<file path="src/rtl/axis_width_downsizer.sv">
// axis_width_downsizer
// Splits each wide AXI4-Stream beat into RATIO narrow slices, least-significant
// slice first. Empty trailing slices of a beat are skipped; a beat with no
// kept bytes still emits slice 0, so tlast is never lost. Non-last beats that
// are not fully kept are counted in a saturating debug counter.
module axis_width_downsizer #(
   parameter int S_DATA_WIDTH  = 512,
   parameter int M_DATA_WIDTH  = 256,
   parameter int ERR_CNT_WIDTH = 16
) (
   input  logic                       aclk,
   input  logic                       aresetn,
   input  logic                       s_axis_tvalid,
   output logic                       s_axis_tready,
   input  logic [S_DATA_WIDTH-1:0]    s_axis_tdata,
   input  logic [S_DATA_WIDTH/8-1:0]  s_axis_tkeep,
   input  logic                       s_axis_tlast,
   output logic                       m_axis_tvalid,
   input  logic                       m_axis_tready,
   output logic [M_DATA_WIDTH-1:0]    m_axis_tdata,
   output logic [M_DATA_WIDTH/8-1:0]  m_axis_tkeep,
   output logic                       m_axis_tlast,
   output logic [ERR_CNT_WIDTH-1:0]   err_keep_cnt
);

   localparam int RATIO = S_DATA_WIDTH / M_DATA_WIDTH;
   localparam int SK    = S_DATA_WIDTH / 8;
   localparam int MK    = M_DATA_WIDTH / 8;
   localparam int IDX_W = (RATIO > 1) ? $clog2(RATIO) : 1;

   typedef enum logic {
      ST_EMPTY = 1'b0,
      ST_HOLD  = 1'b1
   } state_t;

   state_t                    r_state;
   state_t                    w_state_next;

   // Held wide beat and slice bookkeeping; r_last_idx is the index of the
   // final slice to emit (number of slices minus one).
   logic [S_DATA_WIDTH-1:0]   r_data;
   logic [SK-1:0]             r_keep;
   logic                      r_last;
   logic [IDX_W-1:0]          r_idx;
   logic [IDX_W-1:0]          r_last_idx;
   logic                      r_rdy_en;

   // Registered output slice
   logic [M_DATA_WIDTH-1:0]   r_m_data;
   logic [MK-1:0]             r_m_keep;
   logic                      r_m_last;
   logic [ERR_CNT_WIDTH-1:0]  r_err_cnt;

   logic [M_DATA_WIDTH-1:0]   w_hold_data [RATIO];
   logic [MK-1:0]             w_hold_keep [RATIO];
   logic [RATIO-1:0]          w_in_any;
   logic [IDX_W-1:0]          w_cap_last_idx;
   logic [IDX_W-1:0]          w_idx_inc;
   logic                      w_m_xfer;
   logic                      w_final;
   logic                      w_cap;
   logic                      w_bad_keep;

   // Per-slice views of the held beat and per-slice occupancy of the input keep
   generate
      for (genvar gi = 0; gi < RATIO; gi++) begin : g_slice
         assign w_hold_data[gi] = r_data[gi*M_DATA_WIDTH +: M_DATA_WIDTH];
         assign w_hold_keep[gi] = r_keep[gi*MK +: MK];
         assign w_in_any[gi]    = |s_axis_tkeep[gi*MK +: MK];
      end
   endgenerate

   // Index of the highest input slice carrying any byte (0 when keep is empty)
   always_comb begin
      w_cap_last_idx = '0;
      for (int i = 0; i < RATIO; i++) begin
         if (w_in_any[i]) begin
            w_cap_last_idx = IDX_W'(i);
         end
      end
   end

   assign w_idx_inc     = r_idx + 1'b1;
   assign w_m_xfer      = (r_state == ST_HOLD) && m_axis_tready;
   assign w_final       = w_m_xfer && (r_idx == r_last_idx);
   assign s_axis_tready = r_rdy_en && ((r_state == ST_EMPTY) || w_final);
   assign w_cap         = s_axis_tvalid && s_axis_tready;
   assign w_bad_keep    = !s_axis_tlast && (s_axis_tkeep != {SK{1'b1}});

   assign m_axis_tvalid = (r_state == ST_HOLD);
   assign m_axis_tdata  = r_m_data;
   assign m_axis_tkeep  = r_m_keep;
   assign m_axis_tlast  = r_m_last;
   assign err_keep_cnt  = r_err_cnt;

   // State register
   always_ff @(posedge aclk or negedge aresetn) begin
      if (!aresetn) begin
         r_state <= ST_EMPTY;
      end else begin
         r_state <= w_state_next;
      end
   end

   // Next state: a capture always lands in HOLD (even during the final slice),
   // otherwise finishing the final slice empties the holder
   always_comb begin
      w_state_next = r_state;
      if (w_cap) begin
         w_state_next = ST_HOLD;
      end else if (w_final) begin
         w_state_next = ST_EMPTY;
      end
   end

   // Input-ready enable: held low through reset, released on the first edge after
   always_ff @(posedge aclk or negedge aresetn) begin
      if (!aresetn) begin
         r_rdy_en <= 1'b0;
      end else begin
         r_rdy_en <= 1'b1;
      end
   end

   // Holding register capture and slice index advance
   always_ff @(posedge aclk or negedge aresetn) begin
      if (!aresetn) begin
         r_data     <= '0;
         r_keep     <= '0;
         r_last     <= 1'b0;
         r_idx      <= '0;
         r_last_idx <= '0;
      end else if (w_cap) begin
         r_data     <= s_axis_tdata;
         r_keep     <= s_axis_tkeep;
         r_last     <= s_axis_tlast;
         r_idx      <= '0;
         r_last_idx <= w_cap_last_idx;
      end else if (w_m_xfer && !w_final) begin
         r_idx      <= w_idx_inc;
      end
   end

   // Output slice register: slice 0 of a new beat on capture, next slice on advance
   always_ff @(posedge aclk or negedge aresetn) begin
      if (!aresetn) begin
         r_m_data <= '0;
         r_m_keep <= '0;
         r_m_last <= 1'b0;
      end else if (w_cap) begin
         r_m_data <= s_axis_tdata[M_DATA_WIDTH-1:0];
         r_m_keep <= s_axis_tkeep[MK-1:0];
         r_m_last <= s_axis_tlast && (w_cap_last_idx == '0);
      end else if (w_m_xfer && !w_final) begin
         r_m_data <= w_hold_data[w_idx_inc];
         r_m_keep <= w_hold_keep[w_idx_inc];
         r_m_last <= r_last && (w_idx_inc == r_last_idx);
      end else if (w_final) begin
         r_m_last <= 1'b0;
      end
   end

   // Saturating count of accepted non-last beats that are not fully kept
   always_ff @(posedge aclk or negedge aresetn) begin
      if (!aresetn) begin
         r_err_cnt <= '0;
      end else if (w_cap && w_bad_keep && (r_err_cnt != {ERR_CNT_WIDTH{1'b1}})) begin
         r_err_cnt <= r_err_cnt + 1'b1;
      end
   end

endmodule

</file>
<file path="config.mk">
export PLATFORM = sky130hd
export DESIGN_NAME = axis_width_downsizer
export DESIGN_NICKNAME = d
export VERILOG_FILES = /design/src/rtl/axis_width_downsizer.sv
export SDC_FILE = /design/constraint.sdc
export NUM_CORES = 2
export LEC_CHECK = 0
export ABC_AREA = 0
export CAP_MARGIN = 20
export CORE_ASPECT_RATIO = 0.8
export CORE_MARGIN = 2
export CORE_UTILIZATION = 25
export CTS_BUF_LIST = sky130_fd_sc_hd__clkbuf_4 sky130_fd_sc_hd__clkbuf_8
export DETAILED_ROUTE_END_ITERATION = 10
export GPL_TIMING_DRIVEN = 0
export PLACE_DENSITY = 0.48
export SYNTH_ARGS = -nofsm -noshare
export SYNTH_HDL_FRONTEND = slang
export SYNTH_SLANG_ARGS = --single-unit
</file>
<file path="constraint.sdc">
create_clock -name aclk -period 2.1 [get_ports aclk]
set_input_delay 0.315 -clock aclk [delete_from_list [all_inputs] [get_ports aclk]]
set_output_delay 0.315 -clock aclk [all_outputs]
set_load 0.05 [all_outputs]
</file>
==> impl_metrics.yaml <==
outcome:
  run_status: "complete, but fails checks"
  violations: "negative hold slack, negative setup slack"
worst_setup_path:
  path_cells: "xor2_2 > o21ai_2 > and2_4 > buf_12"
  path_buf_inv: 1
  crit_family: "flip-flops"
  slowest_stage: "dfrtp_1"
  reg2reg_slack_ps: 20
  end_kind: "output port"
  cp-start-kind: "flop"
  crit_arrival_ps: 1920
  critical_path_required_ps: 1780
  criticalPathCategory: "flop to output port"
  cp_max_fo: 2
  max_stage_delay_ps: 400
routing:
  wl_per_cell_um: 21.2
  final_antenna_net_count: 0
  dr.pass1.iters: 7
  vias: 35100
  drc: 0
  wl_um: 168000
  viasPerCell: 4.42
  drt_iter0_drc: 2053
yosys:
  synth_compound_area_frac: 0.0963
  ys_types: 35
  syn_avg_cell_area_um2: 9.21
  yosysTopAreaCellShare: 0.582
  synth-edff-count: 0
  synth_mux_area_frac: 0.0759
  synthFlopType: "dfrtp_1"
  synthAdderAreaFrac: 0.000328
  ys_seq_area_frac: 0.582
  syn_area_mm2: 0.0381
  ys_warn_count: 0
  synth_top_family_by_area: "simple AND/OR/NAND/NOR gates"
  yosysTopAreaCell: "dfrtp_1"
  synth_fp_nets: 4722
  yosys.area_share.simple: 0.211
  synthArstFlopShare: 1.00
  synth_area_leaders: "dfrtp_1, nand2_1, mux2i_1"
  synthCells: 4140
  synth-seq-cells: 886
  synth_xor_area_frac: 0.00368
power:
  power_mw: 89.0
  ir_drop_mv: 0.710
  power.density_mw_per_mm2: 1480
  total_leakage_power_nw: 28.1
global_route:
  first_global_vias: 36900
  antenna_found_initial: 24
  grt_overflow: 0
  grt.total_usage: 0.213
  grt_pass1_wl_um: 248000
  grt_max_degree: 107
floorplan:
  placeableCoreArea_mm2: 0.152
  core.rowCount: 128
  dieHeight_um: 353
  dieArea_mm2: 0.156
  start_util: 0.251
  io_pins: 888
  fp.dieW_um: 441
place:
  place_congestion: 0.856
  place_inst: 7054
  io_buffers: 887
  dp_hpwl_um: 122000
cells_and_area:
  drive_gt1_frac: 0.152
  nFillCells: 15300
  instances_no_fill: 7933
  finalNetCount: 6361
  area_growth_pct: 58.1
clock_tree:
  cts_made_buffers: 160
  worst_skew_pair.late_latency_ps: 910
  cts_buffer_depth: 3
  cts_tree: "built"
  clkSlewWorstSetupHoldPaths_ps: 50
  htreeDepth: 4
  root_buffer: "clkbuf_8"
  holdBufCountCts: 547
  clock_sinks: 886
timing:
  maxSlewHeadroom: 0.418
  fin_crit_sh: 1.06
  clock_skew_ps: 53.4
  rsz0062_at_grt: "true"
  drv_slew: 0
  finalCriticalPeriod_ps: 2230
  max_freq_mhz: 448
  hold_violations: 323
  timing.final.ws_setup_ps: -134
  timing.setup.tns_ps: -134
  tightestPinTransition_ps: 873
  holdWs_ps: -250
  setup_viol: 1
hold_path:
  hold_class: "primary input to async pin"
run:
  cap_violations: 0
[flip-flops by register name, summed over array words and instances, names as in the netlist]
name and count:
r_data 512, m_axis_tdata 256, r_keep 64, m_axis_tkeep 32, err_keep_cnt 16, m_axis_tlast 1, m_axis_tvalid 1, r_idx 1
r_last 1, r_last_idx 1, r_rdy_en 1
[where the power goes]
part	switching [mW]	leakage [nW]	internal, mW
sequential	4.35	11.1	24.9
combinational	26.5	15.1	15.5
clock	7.86	1.81	9.91
[cells in the mapped netlist (all sizes together) (5+ instances only)]
cell type / n
dfrtp: 886
nor2: 5
o21ai: 290
nand3: 14
o21a: 288
nand4: 25
buf: 157
clkbuf: 104
mux2i: 288
xnor2: 15
nand2: 2029
nor4: 12
[routing by layer]
layer	vias to the layer above	routed length, um	global-route usage
met1	17200	74800	0.278
li1	16700	-	-
met5	-	13	0
met2	859	80600	0.352
met3	262	7270	0.0401
met4	2	5550	0.0727
[layout by cell type, fill, tap and decap left out, types with 16 or more instances in the layout]
cell type / instances
nand4_1: 25
clkdlybuf4s18_2: 16
clkbuf_2: 43
clkdlybuf4s50_1: 579
diode_2: 20
buf_2: 89
buf_16: 20
clkbuf_4: 85
o21ai_1: 288
o21a_1: 288
mux2i_1: 288
dlygate4sd3_1: 541
clkdlybuf4s15_2: 241
clkbuf_8: 208
dfrtp_1: 886
buf_4: 100
buf_6: 41
nand2_1: 2029
[kinds of logic (layout without fill, tap and decap cells)]
kind of cell,count (synthesis),count (layout)
adders and majority gates,1,1
muxes,289,289
and+or+nand+nor,2100,2100
AOI/OAI and AO/OA,585,585
DFF,886,886
buffers and inverters,262,2020
xor gates and xnor gates,16,16
other,1,21
[layout make-up]
cell class,count,area (um2),share of cell area
buffer,259,2040,0.0339
timing repair buffer,1479,15300,0.253
sequential,886,22200,0.368
clock inverter,26,250,0.00415
inverter,1,3.75,0.0000623
multi-input combinational,2992,14800,0.246
tap,2015,2520,0.0418
clock buffer,255,3170,0.0525
antenna,20,50.0,0.000831
[path summary, 6_finish.rpt]
path                                    end  cells past startpoint              start
setup / recovery              s_axis_tready                      4              r_idx
hold / removal                  r_data[449]                      5            aresetn
setup reg to reg           m_axis_tdata[16]                     10              r_idx
hold reg to reg                 r_data[446]                      2        r_data[446]
max in group asynchronous       r_data[317]                      9            aresetn
min in group aclk               r_data[153]                      3  s_axis_tdata[153]
[worst reg2reg max path, cell delays in order, from the launching register on]
cell	delay [ps]
dfrtp_1	400
xor2_2	200
buf_4	170
nand2_1	70
a22o_4	260
buf_12	160
buf_12	160
buf_8	160
buf_4	230
nand2_1	80
o21ai_1	60
[through the flow]
step	instance area (um2)	util	setup WS, ps
2_1_floorplan	38100	-	94.1
3_3_place_gp	49500	0.326	-43140
3_5_place_dp	49800	0.328	-1600
4_1_cts	59800	0.394	-301
5_1_grt	60200	0.397	-275
6_report	60300	0.397	-134
[repair_timing]
action | 4_1_cts | 5_1_grt
gates cloned | 1 | 5
buffers inserted | 24 | 6
gates resized for setup | 1332 | 143
hold endpoints to repair | 970 | 327
endpoints found under the setup margin | 1192 | 585
pin swaps | 5 | 7
Power figures use the tool's default switching activity.
